==> config.mk <==
export PLATFORM = sky130hd
export DESIGN_NAME = arm_pose_sequencer
export DESIGN_NICKNAME = d
export VERILOG_FILES = /design/src/rtl/arm_pose_sequencer.sv
export SDC_FILE = /design/constraint.sdc
export NUM_CORES = 1
export LEC_CHECK = 0
export ABC_AREA = 1
export CORE_MARGIN = 5
export CORE_UTILIZATION = 45
export DETAILED_ROUTE_END_ITERATION = 10
export SYNTH_ARGS = -nofsm -noshare
export SYNTH_HDL_FRONTEND = slang
export SYNTH_SLANG_ARGS = --single-unit
==> constraint.sdc <==
create_clock -name CLK -period 2.59 [get_ports CLK]
set_input_delay 0.518 -clock CLK [delete_from_list [all_inputs] [get_ports CLK]]
set_output_delay 0.518 -clock CLK [all_outputs]
set_load 0.03 [all_outputs]
==> src/rtl/arm_pose_sequencer.sv <==
// Pose-table playback sequencer: drives every joint's DESIRED word for one pose, waits for all
// joints to arrive, dwells, then advances. It stops on completion, ABORT, or a MOVE timeout.
module arm_pose_sequencer #(
    parameter int NUM_JOINTS = 4,
    parameter int POSES      = 8,
    parameter int POS_W      = 20,
    parameter int DWELL_W    = 27,
    parameter int GUARD      = 4,
    parameter int TIMEOUT    = 50_000_000,
    parameter int HOME_POS   = 75_000
) (
    input  logic                            CLK,
    input  logic                            RST,
    input  logic                            START,
    input  logic                            ABORT,
    input  logic                            LOOP,
    input  logic [$clog2(POSES):0]          NUM_POSES,
    input  logic [DWELL_W-1:0]              DWELL,
    input  logic                            WR_EN,
    input  logic [$clog2(POSES)-1:0]        WR_ADDR,
    input  logic [$clog2(NUM_JOINTS)-1:0]   WR_JOINT,
    input  logic [POS_W-1:0]                WR_DATA,
    input  logic [NUM_JOINTS-1:0]           FLAGS,
    output logic [NUM_JOINTS*POS_W-1:0]     DESIRED,
    output logic [$clog2(POSES)-1:0]        POSE_IDX,
    output logic                            BUSY,
    output logic                            DONE,
    output logic                            TIMEOUT_ERR,
    output logic [2:0]                      STATE_DBG
);
    localparam int IDX_W = $clog2(POSES);
    localparam int NP_W  = IDX_W + 1;
    localparam int TO_W  = $clog2(TIMEOUT + 1);

    typedef enum logic [2:0] {S_IDLE, S_LOAD, S_GUARD, S_MOVE, S_DWELL, S_NEXT} state_t;

    logic [POS_W-1:0] table_mem [POSES][NUM_JOINTS];

    state_t                      state_q, state_d;
    logic [NUM_JOINTS*POS_W-1:0] desired_q, desired_d;
    logic [IDX_W-1:0]            pose_idx_q, pose_idx_d;
    logic                        busy_q, busy_d;
    logic                        done_q, done_d;
    logic                        err_q, err_d;
    logic [NP_W-1:0]             num_poses_q, num_poses_d;
    logic [DWELL_W-1:0]          dwell_q, dwell_d;
    logic [DWELL_W-1:0]          cnt_q, cnt_d;
    logic [TO_W-1:0]             to_cnt_q, to_cnt_d;
    logic [NP_W-1:0]             np_clamped;
    logic                        last_pose;

    // Table storage is not reset; contents are only meaningful once written.
    always_ff @(posedge CLK) begin
        if (WR_EN) begin
            table_mem[WR_ADDR][WR_JOINT] <= WR_DATA;
        end
    end

    always_comb begin
        np_clamped = (NUM_POSES > NP_W'(POSES)) ? NP_W'(POSES) : NUM_POSES;
        last_pose  = ({1'b0, pose_idx_q} == (num_poses_q - NP_W'(1)));

        state_d     = state_q;
        desired_d   = desired_q;
        pose_idx_d  = pose_idx_q;
        done_d      = 1'b0;
        err_d       = err_q;
        num_poses_d = num_poses_q;
        dwell_d     = dwell_q;
        cnt_d       = cnt_q;
        to_cnt_d    = to_cnt_q;

        if (ABORT && (state_q != S_IDLE)) begin
            state_d = S_IDLE;
        end else begin
            case (state_q)
                S_IDLE: begin
                    if (START && !ABORT && (np_clamped != '0)) begin
                        state_d     = S_LOAD;
                        num_poses_d = np_clamped;
                        dwell_d     = DWELL;
                        pose_idx_d  = '0;
                        err_d       = 1'b0;
                    end
                end
                S_LOAD: begin
                    for (int j = 0; j < NUM_JOINTS; j++) begin
                        desired_d[j*POS_W +: POS_W] = table_mem[pose_idx_q][j];
                    end
                    cnt_d   = DWELL_W'(GUARD);
                    state_d = S_GUARD;
                end
                S_GUARD: begin
                    // FLAGS may still reflect the previous pose here, so they are not looked at.
                    if (cnt_q <= DWELL_W'(1)) begin
                        state_d  = S_MOVE;
                        to_cnt_d = '0;
                    end else begin
                        cnt_d = cnt_q - DWELL_W'(1);
                    end
                end
                S_MOVE: begin
                    if (&FLAGS) begin
                        if (dwell_q == '0) begin
                            state_d = S_NEXT;
                        end else begin
                            state_d = S_DWELL;
                            cnt_d   = dwell_q;
                        end
                    end else if (to_cnt_q == TO_W'(TIMEOUT - 1)) begin
                        err_d   = 1'b1;
                        state_d = S_IDLE;
                    end else begin
                        to_cnt_d = to_cnt_q + TO_W'(1);
                    end
                end
                S_DWELL: begin
                    if (cnt_q <= DWELL_W'(1)) begin
                        state_d = S_NEXT;
                    end else begin
                        cnt_d = cnt_q - DWELL_W'(1);
                    end
                end
                S_NEXT: begin
                    if (!last_pose) begin
                        pose_idx_d = pose_idx_q + IDX_W'(1);
                        state_d    = S_LOAD;
                    end else if (LOOP) begin
                        pose_idx_d = '0;
                        state_d    = S_LOAD;
                    end else begin
                        done_d  = 1'b1;
                        state_d = S_IDLE;
                    end
                end
                default: state_d = S_IDLE;
            endcase
        end

        busy_d = (state_d != S_IDLE);
    end

    always_ff @(posedge CLK) begin
        if (RST) begin
            state_q     <= S_IDLE;
            desired_q   <= {NUM_JOINTS{POS_W'(HOME_POS)}};
            pose_idx_q  <= '0;
            busy_q      <= 1'b0;
            done_q      <= 1'b0;
            err_q       <= 1'b0;
            num_poses_q <= '0;
            dwell_q     <= '0;
            cnt_q       <= '0;
            to_cnt_q    <= '0;
        end else begin
            state_q     <= state_d;
            desired_q   <= desired_d;
            pose_idx_q  <= pose_idx_d;
            busy_q      <= busy_d;
            done_q      <= done_d;
            err_q       <= err_d;
            num_poses_q <= num_poses_d;
            dwell_q     <= dwell_d;
            cnt_q       <= cnt_d;
            to_cnt_q    <= to_cnt_d;
        end
    end

    assign DESIRED     = desired_q;
    assign POSE_IDX    = pose_idx_q;
    assign BUSY        = busy_q;
    assign DONE        = done_q;
    assign TIMEOUT_ERR = err_q;
    assign STATE_DBG   = state_q;
endmodule

==> summary.txt <==
Outcome
  • Run status: completed

Setup path
  • Worst R2R End: to_cnt_q[23]
  • Max FO, Critical Path: 19
  • Startpoint Class: register
  • Slowest cell on crit path: clkdlybuf4s50_1
  • WP data required: 2.07 ns
  • Crit path capture type: primary output
  • Flop2flop setup slack: 0.42 ns
  • Critical path buffer and inverter count: 1
  • Worst endpoint data arrival time: 1.98 ns
  • Critical-path cell list: clkdlybuf4s50_1
  • Crit path kind: register to primary output
  • R2R Path Start: to_cnt_q[13]
  • Largest stage delay on the critical path: 0.76 ns
  • Register-to-Register Path Depth: 10
  • Largest delay share family, worst path: buffers and inverters

Placement
  • # port buffers: 154
  • # placed instances: 4031
  • Post-DP HPWL: 57500 µm
  • GPL Wtd Cong: 0.889

Timing
  • Worst Tran Pin Value: 0.818 ns
  • Fin Hold WS: 0.470 ns
  • Final Skew: 0.0274 ns
  • Final Cycle Share: 96.5%
  • Max Slew Vio Count: 0
  • RSZ-0062 raised after global routing: false
  • Fin crit period: 2.50 ns
  • Final setup fails: 0
  • Final setup TNS: 0 ns
  • Maximum clock frequency: 400 MHz
  • Rel. slew slack: 45.5%
  • Endpoints failing hold: 0

Drt
  • DRC violations left: 0
  • Drt first pass iters: 6
  • DRT iter0 DRCs: 2223
  • Vias per Instance: 5.64
  • Routed WL per cell: 21.9 µm
  • Final WL: 92100 µm
  • Via count: 23700
  • Remaining antenna violation count: 0

Global route
  • GRT Util Overall: 22.8%
  • First-pass GRT wire length: 138000 µm
  • GRT overflow: 0
  • Number of global-route vias before repair: 22800
  • Initial antenna violation count: 3
  • Largest net degree at the start of global routing: 90

Final layout
  • Final nets: 3233
  • Final std cells w/o fill: 4197
  • Final Util: 53.9%
  • Layout area overhead: 19.3%
  • Share of cells above drive strength 1: 9.61%

Min path
  • Min-delay src: DESIRED[47]
  • WHS Endpoint: DESIRED[47]
  • Min-Delay Path Class: register to register
  • Worst Hold Path Cells: 2

Die
  • Die Span X: 280 µm
  • Die Area: 0.0784 mm²
  • CORE AREA: 0.0726 mm²
  • Site Rows: 99
  • IO Pins: 155
  • Height of the die: 280 µm
  • Initial Util: 45.2%

Clock network
  • CTS clk-pin slew, worst paths: 0.06 ns
  • Worst skew pair latency: 0.66 ns
  • H-tree Lvls: 3
  • CTS Buf Count: 88
  • Maximum clock insertion buffer count: 3
  • CTS tree: yes
  • Cts hold-fix bufs: 0
  • Root Buffer: clkbuf_16
  • Clk sinks: 813
  • PostCTS Resize Cnt: 1
  • Number of setup buffers added after CTS: 0

Synthesis
  • Primary FF master, synth: edfxtp_1
  • Yosys top cell area share: 58.6%
  • Synthesized cell area: 0.0328 mm²
  • Seq/Total Area, Yosys: 69.1%
  • Ys Warns: 0
  • Post-Synthesis Net Count: 3049
  • Syn Area/Cell: 11.0 µm²
  • Asr flop ratio synth: 0%
  • Most area-hungry cell type in the Yosys netlist: edfxtp_1
  • Cells after Synth: 2978
  • Count of state elements after synthesis: 813
  • Synth cell types: 39
  • EDFF count, synth: 640
  • Ranking of synthesized cells by area: edfxtp_1 59%, dfxtp_1 11%, nor2_1 6.2%

Flow run
  • Max_cap viols: 0

Power
  • P per Cell Area: 765 mW/mm²
  • Total Power: 29.9 mW
  • LEAKAGE: 13.3 nW
  • Max VDD drop: 0.585 mV
registers in the layout, summed over array words and instances (netlist names), 3 cells and up:
register	flops
num_poses_q	4
DESIRED	80
STATE_DBG	3
POSE_IDX	3
dwell_q	27
cnt_q	27
table_mem	640
to_cnt_q	26
placed cells by master, fill, tap and decap left out, types with 3 or more instances in the layout:
cell type and n:
clkbuf_16 88, xor2_1 3, clkbuf_1 25, ha_1 5, clkinvlp_4 6, a21oi_1 85
o221ai_1 32, inv_6 3, inv_2 4, nor3_1 7, clkbuf_8 10, nand3_1 105
a31oi_1 50, dfxtp_1 170, mux2i_1 32, buf_4 82, nand4_1 15, o21bai_1 3
o21ai_0 396, clkinv_16 3, clkinv_1 8, nor2_2 35, o211ai_1 32, xnor2_1 5
nand2_2 4, clkinv_2 14, buf_12 37, nand2_1 418, inv_1 93, nor2_1 509
bufinv_16 5, o22ai_1 131, edfxtp_1 640, clkdlybuf4s50_1 152, dfxtp_4 3
cell type report:
class / instances / area (µm²)
Fill cell: 6280 / 33400
Sequential cell: 813 / 22700
Multi-Input combinational cell: 1883 / 9070
Timing Repair Buffer: 273 / 2890
Clock buffer: 125 / 2440
Tap cell: 959 / 1200
Clock inverter: 39 / 434
Inverter: 103 / 403
Antenna cell: 2 / 5.00
cells in the mapped netlist (7+ instances only):
cell and n:
a21oi_1 85, a31oi_1 50, buf_2 34, clkbuf_1 135, dfxtp_1 173, edfxtp_1 640
inv_1 97, mux2i_1 32, nand2_1 418, nand3_1 105, nand4_1 15, nor2_1 541
nor3_1 7, o211ai_1 32, o21ai_0 396, o221ai_1 32, o22ai_1 131
layer usage:
metal,wire [µm],global-route usage (%)
met3,5730,3.24
met4,2980,7.43
met2,44700,38.2
met1,38600,31.2
met5,0,0
logic make-up after synthesis:
family,after synthesis,synth area share (%)
simple gates,1106,13.5
flops,813,69.1
compound gates,732,12.5
buf+inv,282,3.48
mux,32,0.976
xor+xnor,8,0.214
fa+ha+maj,5,0.191
power by group:
part / internal (mW) / total, mW / switching (mW)
Combinational: 0.952 / 3.08 / 2.12
Clock: 7.14 / 12.3 / 5.18
Sequential: 14.3 / 14.5 / 0.193
Total: 22.4 / 29.9 / 7.50
worst max-delay path by stage:
| stage | cells past startpoint | end | slack (ns) | from |
|---|---|---|---|---|
| 6_report | 1 | POSE_IDX[0] | 0.09 | POSE_IDX[0] |
| 5_1_grt | 1 | POSE_IDX[0] | 0.03 | POSE_IDX[0] |
| 4_1_cts | 1 | POSE_IDX[0] | 0.07 | POSE_IDX[0] |
| 3_5_place_dp | 5 | table_mem[1][68] | 0.24 | WR_ADDR[2] |
| 3_3_place_gp | 5 | table_mem[1][32] | 0.26 | WR_ADDR[2] |
| 2_1_floorplan | 3 | table_mem[0][60] | 0.52 | WR_JOINT[1] |
metrics by stage:
| step | area, µm² | worst slack (ns) |
|---|---|---|
| finish | 39100 | 0.0903 |
| global route | 39100 | 0.0271 |
| CTS | 39100 | 0.0668 |
| detailed placement | 36300 | 0.240 |
| global placement | 36300 | 0.263 |
| floorplan | 32800 | 0.515 |
Note: power is estimated with default switching activity, not from simulation.
